## config.mk

```make
export PLATFORM = sky130hd
export DESIGN_NAME = spi_yanitlayici
export DESIGN_NICKNAME = d
export VERILOG_FILES = /design/src/rtl/spi_yanitlayici.sv
export SDC_FILE = /design/constraint.sdc
export NUM_CORES = 1
export LEC_CHECK = 0
export ABC_CLOCK_PERIOD_IN_PS = 13190
export CORE_MARGIN = 1.5
export CORE_UTILIZATION = 33
export CTS_CLUSTER_DIAMETER = 200
export DETAILED_ROUTE_END_ITERATION = 7
export GPL_TIMING_DRIVEN = 0
export HOLD_SLACK_MARGIN = 0.03
export PLACE_DENSITY = 0.48
export REMOVE_ABC_BUFFERS = 1
export SLEW_MARGIN = 20
export SYNTH_ARGS = -nofsm -noshare
export SYNTH_HDL_FRONTEND = slang
export SYNTH_SLANG_ARGS = --single-unit
```

## constraint.sdc

```tcl
create_clock -name clk_g -period 13.19 [get_ports clk_g]
set_input_delay 1.9785 -clock clk_g [delete_from_list [all_inputs] [get_ports clk_g]]
set_output_delay 1.9785 -clock clk_g [all_outputs]
set_load 0.05 [all_outputs]
```

## src/rtl/spi_yanitlayici.sv

```systemverilog
// SPI responder: oversampled SCK/CS/MOSI, MSB-first word shifting in all four
// CPOL/CPHA modes, with local TX and RX word FIFOs.
module spi_yanitlayici #(
    parameter int unsigned FIFO_DERINLIK = 8,
    parameter int unsigned KELIME        = 32
) (
    input  logic              clk_g,
    input  logic              rst_g,
    input  logic              cpol_g,
    input  logic              cpha_g,
    input  logic              spi_sck_g,
    input  logic              spi_cs_g,
    input  logic              spi_mosi_g,
    output logic              spi_miso_c,
    output logic              spi_miso_oe_c,
    input  logic [KELIME-1:0] tx_veri_g,
    input  logic              tx_gecerli_g,
    output logic              tx_hazir_c,
    output logic [KELIME-1:0] rx_veri_c,
    output logic              rx_gecerli_c,
    input  logic              rx_hazir_g,
    output logic [3:0]        tx_sayi_c,
    output logic [3:0]        rx_sayi_c,
    output logic              tx_eksik_c,
    output logic              rx_tasma_c,
    input  logic              bayrak_sil_g,
    output logic              mesgul_c
);
    localparam int unsigned AW = $clog2(FIFO_DERINLIK);
    localparam int unsigned SW = $clog2(FIFO_DERINLIK + 1);
    localparam int unsigned BW = $clog2(KELIME);

    // BEKLE: after reset, wait until CS is seen high before accepting a transfer
    typedef enum logic [1:0] {BEKLE, IDLE, AKTIF} durum_t;

    logic [2:0]        sck_p;
    logic [2:0]        cs_p;
    logic [1:0]        mosi_p;
    logic [1:0]        sy_dolu;
    durum_t            durum;
    logic              cpol_r;
    logic              cpha_r;
    logic              need_load;
    logic [BW-1:0]     bit_cnt;
    logic [KELIME-1:0] tx_sh;
    logic [KELIME-2:0] rx_sh;
    logic              miso_r;
    logic              oe_r;
    logic              eksik_r;
    logic              tasma_r;
    logic [KELIME-1:0] tx_mem [FIFO_DERINLIK];
    logic [KELIME-1:0] rx_mem [FIFO_DERINLIK];
    logic [AW-1:0]     tx_wr;
    logic [AW-1:0]     tx_rd;
    logic [AW-1:0]     rx_wr;
    logic [AW-1:0]     rx_rd;
    logic [SW-1:0]     tx_cnt;
    logic [SW-1:0]     rx_cnt;

    logic              sck_yuk;
    logic              sck_dus;
    logic              on_kenar;
    logic              arka_kenar;
    logic              aktif_cs;
    logic              giris;
    logic              ornek;
    logic              kaydir;
    logic              kelime_tamam;
    logic              yukle;
    logic              tx_bos;
    logic              tx_baypas;
    logic              tx_rd_en;
    logic              tx_wr_en;
    logic              eksik_set;
    logic              rx_rd_en;
    logic              rx_wr_en;
    logic              tasma_set;
    logic [KELIME-1:0] tx_yukle_veri;
    logic [KELIME-1:0] rx_word;

    // Edge classification relative to the mode latched at CS fall
    assign sck_yuk    = sck_p[1] & ~sck_p[2];
    assign sck_dus    = ~sck_p[1] & sck_p[2];
    assign on_kenar   = cpol_r ? sck_dus : sck_yuk;
    assign arka_kenar = cpol_r ? sck_yuk : sck_dus;
    assign aktif_cs   = (durum == AKTIF) && !cs_p[1];
    assign giris      = (durum == IDLE) && cs_p[2] && !cs_p[1];
    assign ornek      = aktif_cs && (cpha_r ? arka_kenar : on_kenar);
    assign kaydir     = aktif_cs && (cpha_r ? on_kenar : arka_kenar);
    assign kelime_tamam = ornek && (bit_cnt == BW'(KELIME - 1));
    assign rx_word    = {rx_sh, mosi_p[1]};

    // A load from an empty FIFO takes a word pushed in the same cycle directly
    assign yukle         = (giris && !cpha_g) || (kaydir && need_load);
    assign tx_bos        = (tx_cnt == '0);
    assign tx_baypas     = yukle && tx_bos && tx_gecerli_g;
    assign tx_rd_en      = yukle && !tx_bos;
    assign tx_wr_en      = tx_gecerli_g && (tx_hazir_c || tx_rd_en) && !tx_baypas;
    assign eksik_set     = yukle && tx_bos && !tx_gecerli_g;
    assign tx_yukle_veri = !tx_bos ? tx_mem[tx_rd] : (tx_gecerli_g ? tx_veri_g : '0);

    assign rx_rd_en  = rx_gecerli_c && rx_hazir_g;
    assign rx_wr_en  = kelime_tamam && ((rx_cnt != SW'(FIFO_DERINLIK)) || rx_rd_en);
    assign tasma_set = kelime_tamam && !rx_wr_en;

    assign spi_miso_c    = miso_r;
    assign spi_miso_oe_c = oe_r;
    assign tx_hazir_c    = (tx_cnt != SW'(FIFO_DERINLIK));
    assign rx_gecerli_c  = (rx_cnt != '0);
    assign rx_veri_c     = rx_gecerli_c ? rx_mem[rx_rd] : '0;
    assign tx_sayi_c     = 4'(tx_cnt);
    assign rx_sayi_c     = 4'(rx_cnt);
    assign tx_eksik_c    = eksik_r;
    assign rx_tasma_c    = tasma_r;
    assign mesgul_c      = ~cs_p[1];

    always_ff @(posedge clk_g) begin
        if (tx_wr_en) tx_mem[tx_wr] <= tx_veri_g;
        if (rx_wr_en) rx_mem[rx_wr] <= rx_word;
    end

    always_ff @(posedge clk_g) begin
        if (rst_g) begin
            sck_p     <= '0;
            cs_p      <= '1;
            mosi_p    <= '0;
            sy_dolu   <= '0;
            durum     <= BEKLE;
            cpol_r    <= 1'b0;
            cpha_r    <= 1'b0;
            need_load <= 1'b0;
            bit_cnt   <= '0;
            tx_sh     <= '0;
            rx_sh     <= '0;
            miso_r    <= 1'b0;
            oe_r      <= 1'b0;
            eksik_r   <= 1'b0;
            tasma_r   <= 1'b0;
            tx_wr     <= '0;
            tx_rd     <= '0;
            rx_wr     <= '0;
            rx_rd     <= '0;
            tx_cnt    <= '0;
            rx_cnt    <= '0;
        end else begin
            sck_p   <= {sck_p[1:0], spi_sck_g};
            cs_p    <= {cs_p[1:0], spi_cs_g};
            mosi_p  <= {mosi_p[0], spi_mosi_g};
            sy_dolu <= {sy_dolu[0], 1'b1};

            // FIFO bookkeeping
            if (tx_wr_en) tx_wr <= tx_wr + AW'(1);
            if (tx_rd_en) tx_rd <= tx_rd + AW'(1);
            tx_cnt <= tx_cnt + SW'(tx_wr_en) - SW'(tx_rd_en);
            if (rx_wr_en) rx_wr <= rx_wr + AW'(1);
            if (rx_rd_en) rx_rd <= rx_rd + AW'(1);
            rx_cnt <= rx_cnt + SW'(rx_wr_en) - SW'(rx_rd_en);

            eksik_r <= eksik_set | (eksik_r & ~bayrak_sil_g);
            tasma_r <= tasma_set | (tasma_r & ~bayrak_sil_g);

            case (durum)
                BEKLE: begin
                    miso_r <= 1'b0;
                    oe_r   <= 1'b0;
                    if (sy_dolu[1] && cs_p[1]) durum <= IDLE;
                end
                IDLE: begin
                    miso_r <= 1'b0;
                    oe_r   <= 1'b0;
                    if (giris) begin
                        durum     <= AKTIF;
                        oe_r      <= 1'b1;
                        cpol_r    <= cpol_g;
                        cpha_r    <= cpha_g;
                        bit_cnt   <= '0;
                        need_load <= cpha_g;
                        if (!cpha_g) tx_sh <= tx_yukle_veri;
                    end
                end
                AKTIF: begin
                    if (cs_p[1]) begin
                        durum     <= IDLE;
                        bit_cnt   <= '0;
                        need_load <= 1'b0;
                        oe_r      <= 1'b0;
                        miso_r    <= 1'b0;
                    end else begin
                        miso_r <= tx_sh[KELIME-1];
                        if (kaydir) begin
                            if (need_load) begin
                                tx_sh     <= tx_yukle_veri;
                                need_load <= 1'b0;
                            end else begin
                                tx_sh <= {tx_sh[KELIME-2:0], 1'b0};
                            end
                        end
                        if (ornek) begin
                            rx_sh <= rx_word[KELIME-2:0];
                            if (kelime_tamam) begin
                                bit_cnt   <= '0;
                                need_load <= 1'b1;
                            end else begin
                                bit_cnt <= bit_cnt + BW'(1);
                            end
                        end
                    end
                end
                default: durum <= BEKLE;
            endcase
        end
    end

endmodule

```

==> impl_metrics.env <==
export IMPL_hold_viol=0
export IMPL_clk_pin_slew_worst_paths_ps=60
export IMPL_min_period_ps=5170
export IMPL_fin_crit_sh_pct=39.20
export IMPL_setup_slack_ps=8020
export IMPL_slowest_stage="clkdlybuf4s50_1"
export IMPL_place_ws_ps=7808
export IMPL_avgRoutedWirePerCell_um=20.78
export IMPL_power_density_nw_per_um2=185.7
export IMPL_h_tree_depth=3
export IMPL_endpoint_kind="output pin"
export IMPL_cpLargestDelayFamily="buffers and inverters"
export IMPL_n_antenna_cell=0
export IMPL_grt_total_usage_pct=15.13
export IMPL_drive_gt1_share_pct=25.28
export IMPL_status="completed"
export IMPL_routed_wirelength_um=57470
export IMPL_nets=1806
export IMPL_fin_skew_ps=24.88
export IMPL_area_growth_pct=21.92
export IMPL_start_util_pct=33.36
export IMPL_synth_fa_ha_area_share_pct=1.320
export IMPL_worst_path_buf_inv=2
export IMPL_fin_setup_tns_ps=0
export IMPL_yosysUniqueCellTypes=57
export IMPL_crit_fanout=25
export IMPL_dieHeight_um=277.3
export IMPL_max_freq_ghz=0.1934
export IMPL_die_area_um2=76910
export IMPL_leakage_nw=9.906
export IMPL_synth_xor_area_share_pct=0.2771
export IMPL_via_per_inst=4.915
export IMPL_drt_first_pass_iters=5
export IMPL_clockBufferDepth=3
export IMPL_synth_compound_area_share_pct=5.129
export IMPL_antenna_found_initial=5
export IMPL_synth_top_family_by_area="multiplexers"
export IMPL_clk_latency_ps=620
export IMPL_vias=13590
export IMPL_cts_made_buffers=71
export IMPL_worst_slew_pin_slew_ps=1090
export IMPL_io_buffers=88
export IMPL_vdd_drop_max_mv=0.09754
export IMPL_grt_first_pass_wirelength_um=88380
export IMPL_maxSlewViolCount=0
export IMPL_synth_main_ff_cell="edfxtp_1"
export IMPL_gp_congestion=0.6896
export IMPL_synth_cells=1584
export IMPL_max_cap_violations=0
export IMPL_startpoint_type="flop"
export IMPL_ys_warn_count=0
export IMPL_rsz0062_at_grt="false"
export IMPL_synth_area_um2=24840
export IMPL_overflow=0
export IMPL_post_cts_buffers=0
export IMPL_critPathMaxStageDelay_ps=720
export IMPL_synth_seq_area_share_pct=71.02
export IMPL_cts_resized=0
export IMPL_ant_nets=0
export IMPL_synth_seq_cells=625
export IMPL_root_buffer="clkbuf_16"
export IMPL_grt_max_degree=63
export IMPL_slew_headroom_pct=27.32
export IMPL_drt_iter0_drc=741
export IMPL_cts_tree="done"
export IMPL_fill_cells=6822
export IMPL_drc=0
export IMPL_cts_sinks=625
export IMPL_setup_violations=0
export IMPL_synth_edf_count=512
export IMPL_hp_class="reg2reg"
export IMPL_grt_pass1_vias=14330
export IMPL_fin_util_pct=40.67
export IMPL_cp_required_ps=11210
export IMPL_muxShareOfSynthArea_pct=13.40
export IMPL_hold_buffers=0
export IMPL_post_dp_hpwl_um=37100
export IMPL_async_flop_share_pct=0
export IMPL_syn_avg_cell_area_um2=15.68
export IMPL_cp_arrival_ps=3190
export IMPL_path_class="reg2out"
export IMPL_design_core_area_um2=74450
export IMPL_synth_simple_gate_area_share_pct=6.892
export IMPL_die_x_um=277.3
export IMPL_rows=100
export IMPL_crit_chain="buf_16 > mux4_2 > mux2i_1 > nor2_1 > clkdlybuf4s50_1"
export IMPL_ios=89
[cell type report]
class                   count  area (um^2)  share of cell area (%)
clock buffers              90         1872                   6.182
clock inverters            40        503.0                   1.661
inverters                  26        97.59                  0.3223
multi-input cells         841         6857                   22.65
flip-flops and latches    625        17650                   58.30
well taps                 969         1212                   4.004
repair buffers            174         2085                   6.885
[sequential cells by signal (all words and copies together) (netlist names), 2 cells and up, named ones only]
signal     flops
rx_sh         31
sy_dolu        2
rx_sayi_c      4
tx_sh         32
sck_p          3
cs_p           3
mosi_p         2
tx_rd          3
durum          2
tx_wr          3
rx_mem       256
rx_rd          3
rx_wr          3
tx_mem       256
tx_sayi_c      4
bit_cnt        5
[cells in the mapped netlist (6+ instances only)]
cell type | n | area share, %
nand3_1 | 11 | 0.22
dfxtp_1 | 113 | 9.1
inv_1 | 26 | 0.39
o22ai_1 | 62 | 1.6
nor2_1 | 63 | 0.95
nor2b_1 | 10 | 0.25
o21ai_0 | 9 | 0.18
or2_2 | 33 | 0.83
nand2_1 | 171 | 2.6
o211ai_1 | 31 | 0.94
buf_2 | 24 | 0.48
mux4_2 | 66 | 6.0
nand2b_1 | 11 | 0.28
buf_1 | 6 | 0.091
mux2_2 | 124 | 5.6
clkbuf_1 | 60 | 0.91
ha_1 | 23 | 1.2
a21oi_1 | 85 | 1.7
edfxtp_1 | 512 | 62
nor3_1 | 37 | 0.75
mux2i_1 | 39 | 1.6
[worst reg2reg max path: cells and delay by family (launching register included)]
| family | cells | cell delay (ps) |
|---|---|---|
| AND/OR/NAND/NOR | 3 | 1460 |
| buffers and inverters | 4 | 760 |
| multiplexers | 2 | 560 |
| adder cells (fa/ha/maj) | 1 | 410 |
| flip-flops | 1 | 360 |
[metal layers]
| metal | routed length [um] | global-route usage (%) |
|---|---|---|
| met1 | 24250 | 18.64 |
| met2 | 29750 | 26.86 |
| met3 | 2232 | 3.184 |
| met4 | 1180 | 3.931 |
| met5 | 58 | 0 |
[path summary, 6_finish.rpt]
path / startpoint / to / slack [ps] / depth (start not counted)
worst max-delay path: flop / rx_veri_c[8] / 8020 / 5
worst min-delay path: cs_p[0] / cs_p[1] / 410 / 1
worst max register to register: durum[0] / tx_mem[7][12] / 9340 / 10
worst min register to register: cs_p[0] / cs_p[1] / 410 / 1
[per-stage QoR]
stage	hold WS, ps	std cells	area (um^2)	power, mW
after global placement	401.4	2549	26540	3.647
after detailed placement	402.9	2635	27900	3.694
after CTS	416.2	2765	30280	5.711
final	412.9	2765	30280	5.622
after floorplan	389.5	1492	24440	3.182
after global routing	450.8	2765	30280	5.867
[logic make-up after synthesis]
| group | Yosys count |
|---|---|
| fa+ha+maj | 25 |
| buf+inv | 118 |
| mux | 233 |
| flops | 625 |
| compound gates | 210 |
| simple gates | 366 |
| xor+xnor | 7 |
[placed cells by master, fill, tap and decap left out, types with 10 or more instances in the layout]
| cell type | synthesis | layout |
|---|---|---|
| nand2_1 | 171 | 168 |
| nand3_1 | 11 | 11 |
| inv_1 | 26 | 26 |
| buf_16 | 0 | 20 |
| nor2_1 | 63 | 57 |
| clkinv_1 | 0 | 10 |
| buf_2 | 24 | 12 |
| a21oi_1 | 85 | 84 |
| edfxtp_1 | 512 | 512 |
| mux4_2 | 66 | 66 |
| mux2i_1 | 39 | 39 |
| bufinv_16 | 0 | 10 |
| buf_4 | 0 | 24 |
| buf_6 | 2 | 22 |
| clkdlybuf4s50_1 | 0 | 87 |
| o22ai_1 | 62 | 62 |
| nor2b_1 | 10 | 10 |
| mux2_2 | 124 | 124 |
| ha_1 | 23 | 23 |
| o211ai_1 | 31 | 31 |
| or2_2 | 33 | 33 |
| dfxtp_1 | 113 | 109 |
| nor3_1 | 37 | 32 |
| clkbuf_16 | 0 | 71 |
| clkbuf_1 | 60 | 16 |
[where the power goes]
group	leakage [nW]	internal [mW]	total [mW]	switching, mW
registers	5.61	2.24	2.31	0.0745
logic	3.15	0.526	1.31	0.785
clock network	1.14	1.21	2.00	0.791
total	9.91	3.97	5.62	1.65
Note: power is estimated with default switching activity, not from simulation.
